File: src/rtl/uart_rx_frame_driver.sv
// uart_rx_frame_driver: parametrised UART receiver (data width, parity, stop bits).
// Define UART_RX_MAJORITY_EN for a 2-of-3 vote around each bit mid-point.
module uart_rx_frame_driver #(
  parameter int CYCLES_PER_BIT = 16,
  parameter int DATA_BITS      = 8,
  parameter int PARITY         = 0,
  parameter int STOP_BITS      = 1
) (
  input  logic                 clk,
  input  logic                 reset,
  input  logic                 rxd,
  output logic [DATA_BITS-1:0] out,
  output logic                 outclk,
  output logic                 parity_err,
  output logic                 frame_err,
  output logic                 busy
);

  localparam int CW = $clog2(CYCLES_PER_BIT);
  localparam int BW = $clog2(DATA_BITS);
  localparam int M  = CYCLES_PER_BIT / 2;
`ifdef UART_RX_MAJORITY_EN
  localparam int DEC = M + 1;
`else
  localparam int DEC = M;
`endif

  localparam logic [CW-1:0] CNT_LAST = CW'(CYCLES_PER_BIT - 1);
  localparam logic [CW-1:0] CNT_DEC  = CW'(DEC);
  localparam logic [BW-1:0] BIT_LAST = BW'(DATA_BITS - 1);
  localparam logic          STP_LAST = 1'(STOP_BITS - 1);

  typedef enum logic [2:0] {
    IDLE,
    START,
    DATA,
    PAR,
    STOP,
    BREAK
  } state_t;

  state_t               state;
  state_t               state_n;
  logic [CW-1:0]        cnt;
  logic [CW-1:0]        cnt_n;
  logic [BW-1:0]        bitc;
  logic [BW-1:0]        bit_n;
  logic                 stp;
  logic                 stp_n;
  logic [DATA_BITS-1:0] sh;
  logic [DATA_BITS-1:0] sh_n;
  logic                 pb;
  logic                 pb_n;

  logic                 s1;
  logic                 rs;
  logic                 rs_d;
  logic [1:0]           vld;
  logic                 armed;
  logic                 fall;

  logic                 tick;
  logic                 dec_bit;
  logic                 done;
  logic                 ferr;
  logic                 perr;

  // Synchroniser; armed only once the real line has been seen high
  always_ff @(posedge clk) begin
    if (reset) begin
      s1    <= 1'b1;
      rs    <= 1'b1;
      rs_d  <= 1'b1;
      vld   <= 2'b00;
      armed <= 1'b0;
    end else begin
      s1    <= rxd;
      rs    <= s1;
      rs_d  <= rs;
      vld   <= {vld[0], 1'b1};
      armed <= armed | (vld[1] & rs);
    end
  end

  assign fall = armed & rs_d & ~rs;

`ifdef UART_RX_MAJORITY_EN
  logic v0;
  logic v1;

  // Capture the two samples ahead of the voting cycle
  always_ff @(posedge clk) begin
    if (reset) begin
      v0 <= 1'b1;
      v1 <= 1'b1;
    end else begin
      if (cnt == CW'(M - 1)) v0 <= rs;
      if (cnt == CW'(M))     v1 <= rs;
    end
  end

  assign dec_bit = (v0 & v1) | (v0 & rs) | (v1 & rs);
`else
  assign dec_bit = rs;
`endif

  assign tick = (state != IDLE) &&
                (state != BREAK) &&
                (cnt == CNT_DEC);

  assign busy = (state != IDLE);

  // FSM and datapath registers
  always_ff @(posedge clk) begin
    if (reset) begin
      state <= IDLE;
      cnt   <= '0;
      bitc  <= '0;
      stp   <= 1'b0;
      sh    <= '0;
      pb    <= 1'b0;
    end else begin
      state <= state_n;
      cnt   <= cnt_n;
      bitc  <= bit_n;
      stp   <= stp_n;
      sh    <= sh_n;
      pb    <= pb_n;
    end
  end

  // Next state: bit decisions are taken at a fixed phase of cnt
  always_comb begin
    state_n = state;
    cnt_n   = cnt;
    bit_n   = bitc;
    stp_n   = stp;
    sh_n    = sh;
    pb_n    = pb;
    done    = 1'b0;
    ferr    = 1'b0;
    if (state != IDLE && state != BREAK) begin
      cnt_n = (cnt == CNT_LAST) ? '0 : cnt + CW'(1);
    end
    unique case (state)
      IDLE: begin
        cnt_n = '0;
        if (fall) begin
          state_n = START;
          cnt_n   = CW'(1);
        end
      end
      START: begin
        if (tick) begin
          if (dec_bit) begin
            state_n = IDLE;
          end else begin
            state_n = DATA;
            bit_n   = '0;
          end
        end
      end
      DATA: begin
        if (tick) begin
          sh_n  = {dec_bit, sh[DATA_BITS-1:1]};
          bit_n = bitc + BW'(1);
          if (bitc == BIT_LAST) begin
            state_n = (PARITY != 0) ? PAR : STOP;
            stp_n   = 1'b0;
          end
        end
      end
      PAR: begin
        if (tick) begin
          pb_n    = dec_bit;
          state_n = STOP;
          stp_n   = 1'b0;
        end
      end
      STOP: begin
        if (tick) begin
          if (!dec_bit) begin
            done    = 1'b1;
            ferr    = 1'b1;
            state_n = BREAK;
          end else if (stp == STP_LAST) begin
            done    = 1'b1;
            state_n = IDLE;
          end else begin
            stp_n = 1'b1;
          end
        end
      end
      BREAK: begin
        if (rs) state_n = IDLE;
      end
      default: state_n = IDLE;
    endcase
  end

  // Parity check over the received word plus parity bit
  always_comb begin
    perr = 1'b0;
    if (PARITY == 1) perr = ~(^sh ^ pb);
    else if (PARITY == 2) perr = ^sh ^ pb;
  end

  // Registered word, strobe and error flags
  always_ff @(posedge clk) begin
    if (reset) begin
      out        <= '0;
      outclk     <= 1'b0;
      parity_err <= 1'b0;
      frame_err  <= 1'b0;
    end else begin
      outclk <= done;
      if (done) begin
        out        <= sh;
        parity_err <= perr;
        frame_err  <= ferr;
      end
    end
  end

endmodule

File: config.mk
export PLATFORM = sky130hd
export DESIGN_NAME = uart_rx_frame_driver
export DESIGN_NICKNAME = d
export VERILOG_FILES = /design/src/rtl/uart_rx_frame_driver.sv
export SDC_FILE = /design/constraint.sdc
export NUM_CORES = 1
export LEC_CHECK = 0
export CORE_MARGIN = 4
export CORE_UTILIZATION = 45
export CTS_CLUSTER_SIZE = 8
export DETAILED_ROUTE_END_ITERATION = 16
export PLACE_DENSITY = 0.69
export SLEW_MARGIN = 25
export SYNTH_ARGS = -nofsm -noshare
export SYNTH_HDL_FRONTEND = slang
export SYNTH_SLANG_ARGS = --single-unit
File: constraint.sdc
create_clock -name clk -period 4 [get_ports clk]
set_input_delay 0.8 -clock clk [delete_from_list [all_inputs] [get_ports clk]]
set_output_delay 0.8 -clock clk [all_outputs]
set_load 0.005 [all_outputs]
; ---- Word-level counts from Yosys, hierarchy flattened
; Cells that the tools add are included.
[totals]
n_memories = 0
input_bits = 3
ff_bits = 35
ram_bits = 0
latch_bits = 0
mem_bits_ro = 0
elab_cells = 85
out_inout_bits = 12
[classes]
reduce_logical = 11
mux = 34
div = 0
order_cmp = 0
n_mul = 0
n_eq_ne = 19
n_bitwise = 5
shifts = 0
n_addsub = 2
[ops]
columns = operator, n
row1 = 3-bit two-way mux, 12
row2 = 2-bit != test (second input constant), 9
row3 = 3-bit case mux with 6 select lines, 1
row4 = 1-bit two-way mux, 15
row5 = 4-bit two-way mux, 3
row6 = 3-bit equality test (second input constant), 3
row7 = 4-bit equality test (second input constant), 2
row8 = 8-bit AND reduction, 1
row9 = 3-bit by 2-bit equality test with 1-bit output (second input constant), 2
row10 = 3-bit != test (second input constant), 2
row11 = 3-bit case mux with 2 select lines, 1
row12 = 6-bit AND reduction, 1
row13 = 3-bit nonzero test, 2
row14 = 4-bit by 1-bit adder with 4-bit output (second input constant), 1
row15 = 4-bit AND reduction, 1
row16 = 2-bit nonzero test, 2
row17 = 3-bit by 1-bit adder with 3-bit output (second input constant), 1
row18 = 1-bit AND, 3
row19 = 3-bit by 1-bit equality test with 1-bit output (second input constant), 1
row20 = 3-bit zero test, 1
row21 = 1-bit case mux with 3 select lines, 1
row22 = 1-bit logical AND, 2
row23 = 2-bit two-way mux, 1
row24 = 2-bit AND reduction, 1
row25 = other kinds (2), 2

; ---- Logic depth before layout (Yosys ltp)
[logic_depth]
ltp_word = 5
depth_mapped = 8
depth_no_buf = 6

; ---- Worst setup path after synthesis
; No wires, ideal clock.
[synth_path]
kind = register to output
startpoint = register state[0]
endpoint = output port busy
slack_ns = 2.242
arrival_ns = 0.958
stages_incl_launch_ff = 4
n_path_buf = 2
required_ns = 3.200
cell_sequence = dfxtp_1 buf_4 clkbuf_1 or3_1
[synth_between]
elab_chain_len = 1
[synth_rtl]
columns = item, line
row1 = "start, declared", 42  ; state_t state;
row2 = "start signal, assigned", 123  ; state <= state_n;
row3 = 3-bit nonzero test, 111  ; assign busy = (state != IDLE);
row4 = "end, declared", 16  ; output logic busy
; No other way between the ends.

; ---- Worst setup path after layout
; Ends and elaborated chain as after synthesis.

==> results.json <==
{
  "wl_per_cell_microns": 12.0,
  "cts_tree": "done",
  "finalHoldViolations": 0,
  "drv_slew": 0,
  "max_freq_ghz": 0.405,
  "grt_max_degree": 35,
  "grt_pass1_wl_microns": 4710,
  "synthArstFlopShare": 0,
  "clk_path_buf_depth": 2,
  "core-area_sq_mm": 0.00308,
  "finClkSkew_ps": 13.3,
  "stdcell_area_sq_mm": 0.00163,
  "ys_ff_latch": 34,
  "setup-violations-final": 0,
  "arrival_ps": 1670,
  "grt_pass1_vias": 1097,
  "path_max_fanout": 17,
  "tightest_slew_ps": 655,
  "worstPathRequired_ps": 3200,
  "io_buffers": 13,
  "slew_headroom": 0.562,
  "antenna_left": 0,
  "worstSetupPathType": "reg2out",
  "syn_to_final_growth_pct": 12.5,
  "rows": 20,
  "globalplace.congestion": 0.767,
  "clockRootBuffer": "clkbuf_4",
  "fin_setup_tns_ps": 0,
  "drive_above_1_share": 0.0747,
  "synth.distinct_cells": 39,
  "diodes": 0,
  "antenna_found_initial": 0,
  "vias": 1144,
  "synth_area_per_cell_sq_um": 8.79,
  "fin_nets": 180,
  "netlist_area_sq_mm": 0.00145,
  "first_pass_iters": 4,
  "critPathSlowestCell": "dfxtp_1",
  "endpoint_kind": "output pin",
  "yosysTopAreaCellShare": 0.469,
  "min_period_ps": 2470,
  "p_leak_nw": 0.632,
  "start_util": 0.471,
  "hpwl_microns": 1730,
  "synth-edff-count": 0,
  "yosysMostFrequentCell": "dfxtp_1",
  "synth_area_leader_cell": "dfxtp_1",
  "drt_iter0_drc": 79,
  "p_per_area_mw_per_mm2": 367,
  "die_w_microns": 64.8,
  "ir_drop_v": 0.000201,
  "fp.dieH_microns": 64.8,
  "routed_via_density": 5.25,
  "post_cts_buffers": 0,
  "grtUsageTotal": 0.146,
  "cts_hold_buf": 0,
  "synthesis.nets": 172,
  "insertion_delay_ps": 330,
  "grt_overflow_total": 0,
  "cts_sinks": 34,
  "die-area_sq_mm": 0.00419,
  "cts.clk_slew.worst_paths_ps": 110,
  "dpl_cell_area_sq_mm": 0.00156,
  "rsz0062_at_grt": "false",
  "finalWirelength_microns": 2610,
  "startpoint_type": "register",
  "cap_violations": 0,
  "fin_crit_sh": 0.617,
  "drcViolationCount": 0,
  "slowest_delay_ps": 490,
  "ys_warn_count": 0,
  "netlist_top_cells_count": "dfxtp_1 (34), nand2_1 (21), a21oi_1 (18), nor2_1 (17), mux2i_1 (9)",
  "yosysSeqAreaShare": 0.469,
  "io_pins": 15,
  "ctsHtreeMaxLevel": 2,
  "run_status": "completed",
  "synth_ff_type": "dfxtp_1",
  "postSynthCellCount": 165,
  "worstHoldPathType": "reg2reg",
  "cts_made_buffers": 5,
  "cts_resized": 0,
  "synth_area_leaders": "dfxtp_1 (47%), a21oi_1 (6.2%), mux2i_1 (6.2%)",
  "crit_chain": "or3_1 > clkdlybuf4s50_1"
}
-- worst max-delay path: cells and delay by family (launching register included) --
| family | cells | cell delay, ps |
|---|---|---|
| buf+inv | 1 | 440 |
| simple gates | 1 | 410 |
| flops | 1 | 490 |
-- cell families after synthesis --
group,synth area share
AND/OR/NAND/NOR,0.203
AO/OA/AOI/OAI,0.157
flip-flops,0.469
buffers and inverters,0.0656
multiplexers,0.0621
adder cells (fa/ha/maj),0.0345
other,0.00259
XOR/XNOR,0.00604
-- sequential cells by signal, indices dropped and copies added (netlist names) --
| name | cells |
|---|---|
| rs_d | 1 |
| s1 | 1 |
| cnt | 4 |
| bitc | 3 |
| out | 8 |
| frame_err | 1 |
| sh | 8 |
| dec_bit | 1 |
| vld | 2 |
| state | 3 |
| armed | 1 |
| outclk | 1 |
-- worst paths after layout --
path                               start         to  slack, ps  cells after the start
worst min-delay path                  s1    dec_bit        430                      1
worst max register to register  state[2]  frame_err       1820                      4
worst min register to register        s1    dec_bit        430                      1
worst max-delay path            state[0]       busy       1530                      2
-- metal layers --
metal,vias up,track usage,wire [microns]
met4,0,0.0950,41
met2,13,0.225,1260
met3,4,0.0468,90
met1,548,0.173,1220
met5,-,0,0
li1,579,-,-
-- cell type report --
cell class                 count  area, sq um
tap                           44         55.1
timing repair buffer          13          125
inverter                       5         18.8
clock inverter                 3         40.0
fill                         307         1450
multi-input combinational    114          674
clock buffer                   5         37.5
sequential                    34          681
-- metrics by stage --
| step | setup slack, ps | hold slack, ps | utilization | std cells | power, mW |
|---|---|---|---|---|---|
| 4_1_cts | 1520 | 436 | 0.532 | 218 | 0.606 |
| 3_5_place_dp | 1500 | 410 | 0.507 | 210 | 0.365 |
| 3_3_place_gp | 1560 | 397 | 0.507 | 210 | 0.365 |
| 6_report | 1530 | 429 | 0.530 | 218 | 0.599 |
| 2_1_floorplan | 2240 | 389 | - | 165 | 0.362 |
| 5_1_grt | 1430 | 462 | 0.530 | 218 | 0.622 |
-- cell usage in the layout (no fill, tap or decap), types with 2 or more instances in the layout --
master | synthesis | layout
dfxtp_1 | 34 | 34
nand2_1 | 21 | 21
a21oi_1 | 18 | 18
nor2_1 | 17 | 17
clkdlybuf4s50_1 | 0 | 12
mux2i_1 | 9 | 9
o21ai_0 | 7 | 7
inv_1 | 5 | 5
clkbuf_4 | 0 | 5
ha_1 | 4 | 4
nand3_1 | 3 | 3
or2_2 | 3 | 3
nor3_1 | 3 | 3
or3_1 | 2 | 2
nor2b_1 | 2 | 2
nand3b_1 | 2 | 2
nand2b_1 | 2 | 2
a22oi_1 | 2 | 2
clkinv_2 | 0 | 2
-- power breakdown --
part,internal [mW],switching (mW)
clock,0.129,0.113
sequential,0.342,0.00306
combinational,0.00496,0.00702
No activity file was read; power rests on OpenSTA's default activity.
